## src/rtl/self_ex_slink_diag_filt.sv

```systemverilog
// self_ex_slink_diag_filt: per-channel SLINK error debounce FSMs with global error summary.
// Optional per-channel fault event counters enabled by SLINK_DIAG_EVT_CNT_EN.
module self_ex_slink_diag_filt #(
  parameter int CHN_NUM    = 4,
  parameter int ERR_THRESH = 4,
  parameter int OK_THRESH  = 8
) (
  input  logic                   clk_12_5m,
  input  logic                   rst_12_5m,
  input  logic [CHN_NUM-1:0]     chn_enable,
  input  logic [CHN_NUM-1:0]     chn_slink_err,
  input  logic                   err_clr,
  output logic [CHN_NUM-1:0]     chn_err_sts,
  output logic                   slink_err,
  output logic [8*CHN_NUM-1:0]   evt_cnt
);
  localparam logic [1:0] ST_OK  = 2'd0;
  localparam logic [1:0] ST_SUS = 2'd1;
  localparam logic [1:0] ST_FLT = 2'd2;
  localparam logic [1:0] ST_REC = 2'd3;
  localparam logic [7:0] ERR_LAST = 8'(ERR_THRESH - 1);
  localparam logic [7:0] OK_LAST  = 8'(OK_THRESH);
  logic [1:0] st     [CHN_NUM];
  logic [1:0] st_nx  [CHN_NUM];
  logic [7:0] cnt    [CHN_NUM];
  logic [7:0] cnt_nx [CHN_NUM];
  logic [CHN_NUM-1:0] flt_evt, sts_nx;
  always_comb begin
    flt_evt = '0;
    sts_nx  = '0;
    for (int i = 0; i < CHN_NUM; i++) begin
      st_nx[i]  = st[i];
      cnt_nx[i] = 8'd0;
      case (st[i])
        ST_OK: begin
          st_nx[i]  = chn_slink_err[i] ? ST_SUS : ST_OK;
          cnt_nx[i] = chn_slink_err[i] ? 8'd1 : 8'd0;
        end
        ST_SUS: begin
          st_nx[i]  = !chn_slink_err[i] ? ST_OK : cnt[i] == ERR_LAST ? ST_FLT : ST_SUS;
          cnt_nx[i] = st_nx[i] == ST_SUS ? cnt[i] + 8'd1 : 8'd0;
        end
        ST_FLT: begin
          st_nx[i]  = err_clr && !chn_slink_err[i] ? ST_REC : ST_FLT;
          cnt_nx[i] = st_nx[i] == ST_REC ? 8'd1 : 8'd0;
        end
        default: begin
          st_nx[i]  = chn_slink_err[i] ? ST_FLT : cnt[i] == OK_LAST ? ST_OK : ST_REC;
          cnt_nx[i] = st_nx[i] == ST_REC ? cnt[i] + 8'd1 : 8'd0;
        end
      endcase
      flt_evt[i] = chn_enable[i] && st_nx[i] == ST_FLT && st[i] != ST_FLT;
      if (!chn_enable[i]) begin
        st_nx[i]  = ST_OK;
        cnt_nx[i] = 8'd0;
      end
      sts_nx[i] = st_nx[i][1];
    end
  end
  always_ff @(posedge clk_12_5m or negedge rst_12_5m) begin
    if (!rst_12_5m) begin
      for (int i = 0; i < CHN_NUM; i++) begin
        st[i]  <= ST_OK;
        cnt[i] <= 8'd0;
      end
      chn_err_sts <= '0;
      slink_err   <= 1'b0;
    end else begin
      for (int i = 0; i < CHN_NUM; i++) begin
        st[i]  <= st_nx[i];
        cnt[i] <= cnt_nx[i];
      end
      chn_err_sts <= sts_nx;
      // a disabled channel should be dark; a live link there is itself an error
      slink_err   <= |((chn_enable & chn_err_sts) | (~chn_enable & ~chn_slink_err));
    end
  end
`ifdef SLINK_DIAG_EVT_CNT_EN
  logic [7:0] evt [CHN_NUM];
  always_ff @(posedge clk_12_5m or negedge rst_12_5m) begin
    if (!rst_12_5m) begin
      for (int i = 0; i < CHN_NUM; i++) evt[i] <= 8'd0;
    end else begin
      for (int i = 0; i < CHN_NUM; i++)
        evt[i] <= err_clr ? 8'd0 : (flt_evt[i] && evt[i] != 8'hff) ? evt[i] + 8'd1 : evt[i];
    end
  end
  always_comb begin
    evt_cnt = '0;
    for (int i = 0; i < CHN_NUM; i++) evt_cnt[8*i +: 8] = evt[i];
  end
`else
  assign evt_cnt = '0;
`endif
endmodule
```

## config.mk

```make
export PLATFORM = sky130hd
export DESIGN_NAME = self_ex_slink_diag_filt
export DESIGN_NICKNAME = d
export VERILOG_FILES = /design/src/rtl/self_ex_slink_diag_filt.sv
export SDC_FILE = /design/constraint.sdc
export NUM_CORES = 1
export LEC_CHECK = 0
export CORE_ASPECT_RATIO = 1.2
export CORE_MARGIN = 1
export CORE_UTILIZATION = 50
export CTS_CLUSTER_DIAMETER = 50
export DETAILED_ROUTE_END_ITERATION = 10
export PLACE_DENSITY = 0.83
export SETUP_SLACK_MARGIN = 0.05
export SLEW_MARGIN = 20
export SYNTH_ARGS = -nofsm -noshare
export SYNTH_HDL_FRONTEND = slang
export SYNTH_SLANG_ARGS = --single-unit
```

## constraint.sdc

```tcl
create_clock -name clk_12_5m -period 2.18 [get_ports clk_12_5m]
set_input_delay 0.218 -clock clk_12_5m [delete_from_list [all_inputs] [get_ports clk_12_5m]]
set_output_delay 0.218 -clock clk_12_5m [all_outputs]
set_load 0.02 [all_outputs]
```

==> run_results.csv <==
group,metric,value,unit
sta,hold_viol_final,0,
cts,cts_root_buf,"clkbuf_8",
finish,layout.nets,310,
power,p_per_area,579,nW/um^2
synthesis,syn_avg_cell_area,9.14,um^2
synthesis,yosys.area_share.xor_xnor,8.28,%
cts,cts_setup_buffers,0,
global_route,use_met2,31.5,%
sta,slew_headroom,40.0,%
place,dp_hpwl,3.05,mm
global_route,grt_start_max_net_pins,42,
critical_path,crit_type,"flip-flop to flip-flop",
finish,multi_input_area,1280,um^2
global_route,grt-busiest-layer,"met2",
cts,clk_latency,0.29,ns
global_route,grt_pass1_vias,1737,
status,status,"finished clean",
cts,cts_buffers,5,
synthesis,yosys.area.top_type_share,40.4,%
synthesis,synth_seq_area_share,40.4,%
route,via_per_inst,5.26,
sta,fmax,543,MHz
synthesis,syn_area,2540,um^2
synthesis,ys.flop_type,"dfrtp_1",
min_path,min_path_type,"primary input to asynchronous set/reset pin",
finish,final_cell_area,2710,um^2
synthesis,yosysUniqueCellTypes,47,
cts,path_clk_slew,0.08,ns
synthesis,synthTopCellsByCount,"dfrtp_1, nor2_1, buf_4, nand3_1, xor2_1",
cts,postCtsHoldBufs,0,
critical_path,r2r_cells,5,
floorplanning,ios,48,
synthesis,synth_compound_area_share,12.0,%
floorplanning,num_rows,28,
route,route.detailed.drc,0,
synthesis,async_flop_share,100,%
global_route,antenna_found_initial,0,
critical_path,crit_fanout,7,
finish,nFillCells,457,
run,maxCapViolations,0,
sta,rsz0062_at_grt,"false",
power,p_leak,1.20,nW
sta,min_period,1.84,ns
route,via_count,1852,
critical_path,rrSetupSlack,0.34,ns
critical_path,crit_required,2.35,ns
route,drt-total-wl,4.33,mm
finish,regArea,1030,um^2
floorplanning,start_util,51.8,%
route,first_iter_violations,120,
sta,fin_tns_setup,0,ns
floorplanning,die_w,67.1,um
cts,h-tree-depth,2,
floorplanning,die_h,80.1,um
route,first_pass_iters,4,
synthesis,synth_area_leaders,"dfrtp_1, buf_4, xor2_1",
critical_path,r2r_end,"cnt[7]$_DFF_PN0_",
floorplanning,core_area,4900,um^2
place,gp_congestion,0.845,
route,ant_nets,0,
critical_path,crit_start,"cnt[1]$_DFF_PN0_",
synthesis,synth_top_family_by_area,"simple AND/OR/NAND/NOR gates",
global_route,grt_overflow,0,
global_route,grtUsageTotal,18.5,%
synthesis,synthSimpleGateAreaFrac,21.3,%
finish,n_antenna_cell,0,
critical_path,end_kind,"flip-flop",
cts,post_cts_resize_count,0,
synthesis,synth_edf_count,0,
floorplanning,dieArea,5370,um^2
route,wire_per_inst,12.3,um
sta,finClkSkew,0.00818,ns
critical_path,cp.arrival,2.01,ns
place,placed_area,2590,um^2
cts,cts_buffer_depth,2,
synthesis,synth_adder_area_share,3.94,%
critical_path,critPathLaunchType,"flip-flop",
cts,clock_sinks,41,
global_route,met1_usage,21.3,%
place,numPortBuffers,15,
sta,worst_slew_pin_slew,0.900,ns
sta,fin_crit_sh,84.4,%
sta,finalSetupViolCount,0,
synthesis,synth_mux_area_share,0,%
cts,tritoncts,"built",
finish,drive_gt1_share,5.14,%
global_route,met3_usage,4.69,%
sta,slew_viol_final,0,
synthesis,synthCells,278,
synthesis,ys_ff_latch,41,
power,peakVddDrop,0.000329,V
critical_path,reg2reg_from,"cnt[1]$_DFF_PN0_",
finish,syn2layout_area_growth,6.55,%
global_route,grt_pass1_wl,7.47,mm
synthesis,yosys.area.top_type,"dfrtp_1",
synthesis,yosysWarnings,0,
==> cell usage in the layout, fill, tap and decap left out, drive strengths merged, types with 3 or more instances in the layout <==
cell type,synthesis,layout
nor2,41,41
dfrtp,41,41
conb,1,32
nand3,24,24
xor2,20,20
inv,18,18
clkdlybuf4s50,0,14
a21oi,14,14
and3,8,8
ha,8,8
o21ai,7,7
clkbuf,3,7
nor3,7,7
nand4,6,6
xnor2,4,4
a21o,3,3
a211oi,3,3
o31ai,3,3
nor4b,3,3
==> how the worst max path moves through the flow <==
stage / depth (start not counted) / to
after floorplan: 5 / cnt[2]$_DFF_PN0_
after global placement: 5 / cnt[3]$_DFF_PN0_
after detailed placement: 5 / cnt[4]$_DFF_PN0_
after CTS: 5 / cnt[7]$_DFF_PN0_
after global routing: 5 / cnt[5]$_DFF_PN0_
final: 5 / cnt[7]$_DFF_PN0_
==> logic make-up after synthesis <==
family                   Yosys count
AND/OR/NAND/NOR                  102
other                              1
AO/OA/AOI/OAI                     44
XOR/XNOR                          24
flip-flops                        41
adder cells (fa/ha/maj)            8
buffers and inverters             58
==> state kept, by name, indices dropped and copies added, names as in the netlist <==
name and count:
cnt 32, chn_err_sts 4, st 4, slink_err 1
==> worst max-delay path: stages (launching register included) <==
cell      delay (ns)
dfrtp_1         0.41
ha_1            0.25
nor4b_1         0.46
a211oi_1        0.17
o211ai_2        0.33
nor2_1          0.10
==> per-layer routing <==
layer,vias to the layer above,routed length [um]
met5,-,0
met4,0,87
met3,11,143
met2,42,2160
met1,878,1940
li1,921,-
==> power breakdown <==
| part | internal, W | total [W] | leakage (nW) | switching (W) |
|---|---|---|---|---|
| clock | 0.000374 | 0.000636 | 0.0585 | 0.000262 |
| combinational | 0.0000395 | 0.000144 | 0.579 | 0.000105 |
| sequential | 0.000771 | 0.000787 | 0.561 | 0.0000158 |
| total | 0.00118 | 0.00157 | 1.20 | 0.000383 |
==> metrics by stage <==
step	hold WS [ns]	util [%]	cells	setup WS (ns)	power, W
2_1_floorplan	-0.0776	-	309	0.618	0.000936
3_3_place_gp	0.386	52.8	344	0.480	0.000944
3_5_place_dp	0.403	52.8	344	0.307	0.000947
4_1_cts	0.0864	55.2	352	0.309	0.00159
5_1_grt	0.128	55.2	352	0.172	0.00164
6_report	0.0481	55.2	352	0.340	0.00157
==> area by class of cell <==
cell class                 count  share of cell area (%)
timing repair buffer          15                    5.36
sequential                    41                    37.9
clock buffer                   7                    3.19
clock inverter                 1                    1.11
tap                           60                    2.77
inverter                      18                    2.50
multi-input combinational    210                    47.2
(Power assumes the default switching activity.)
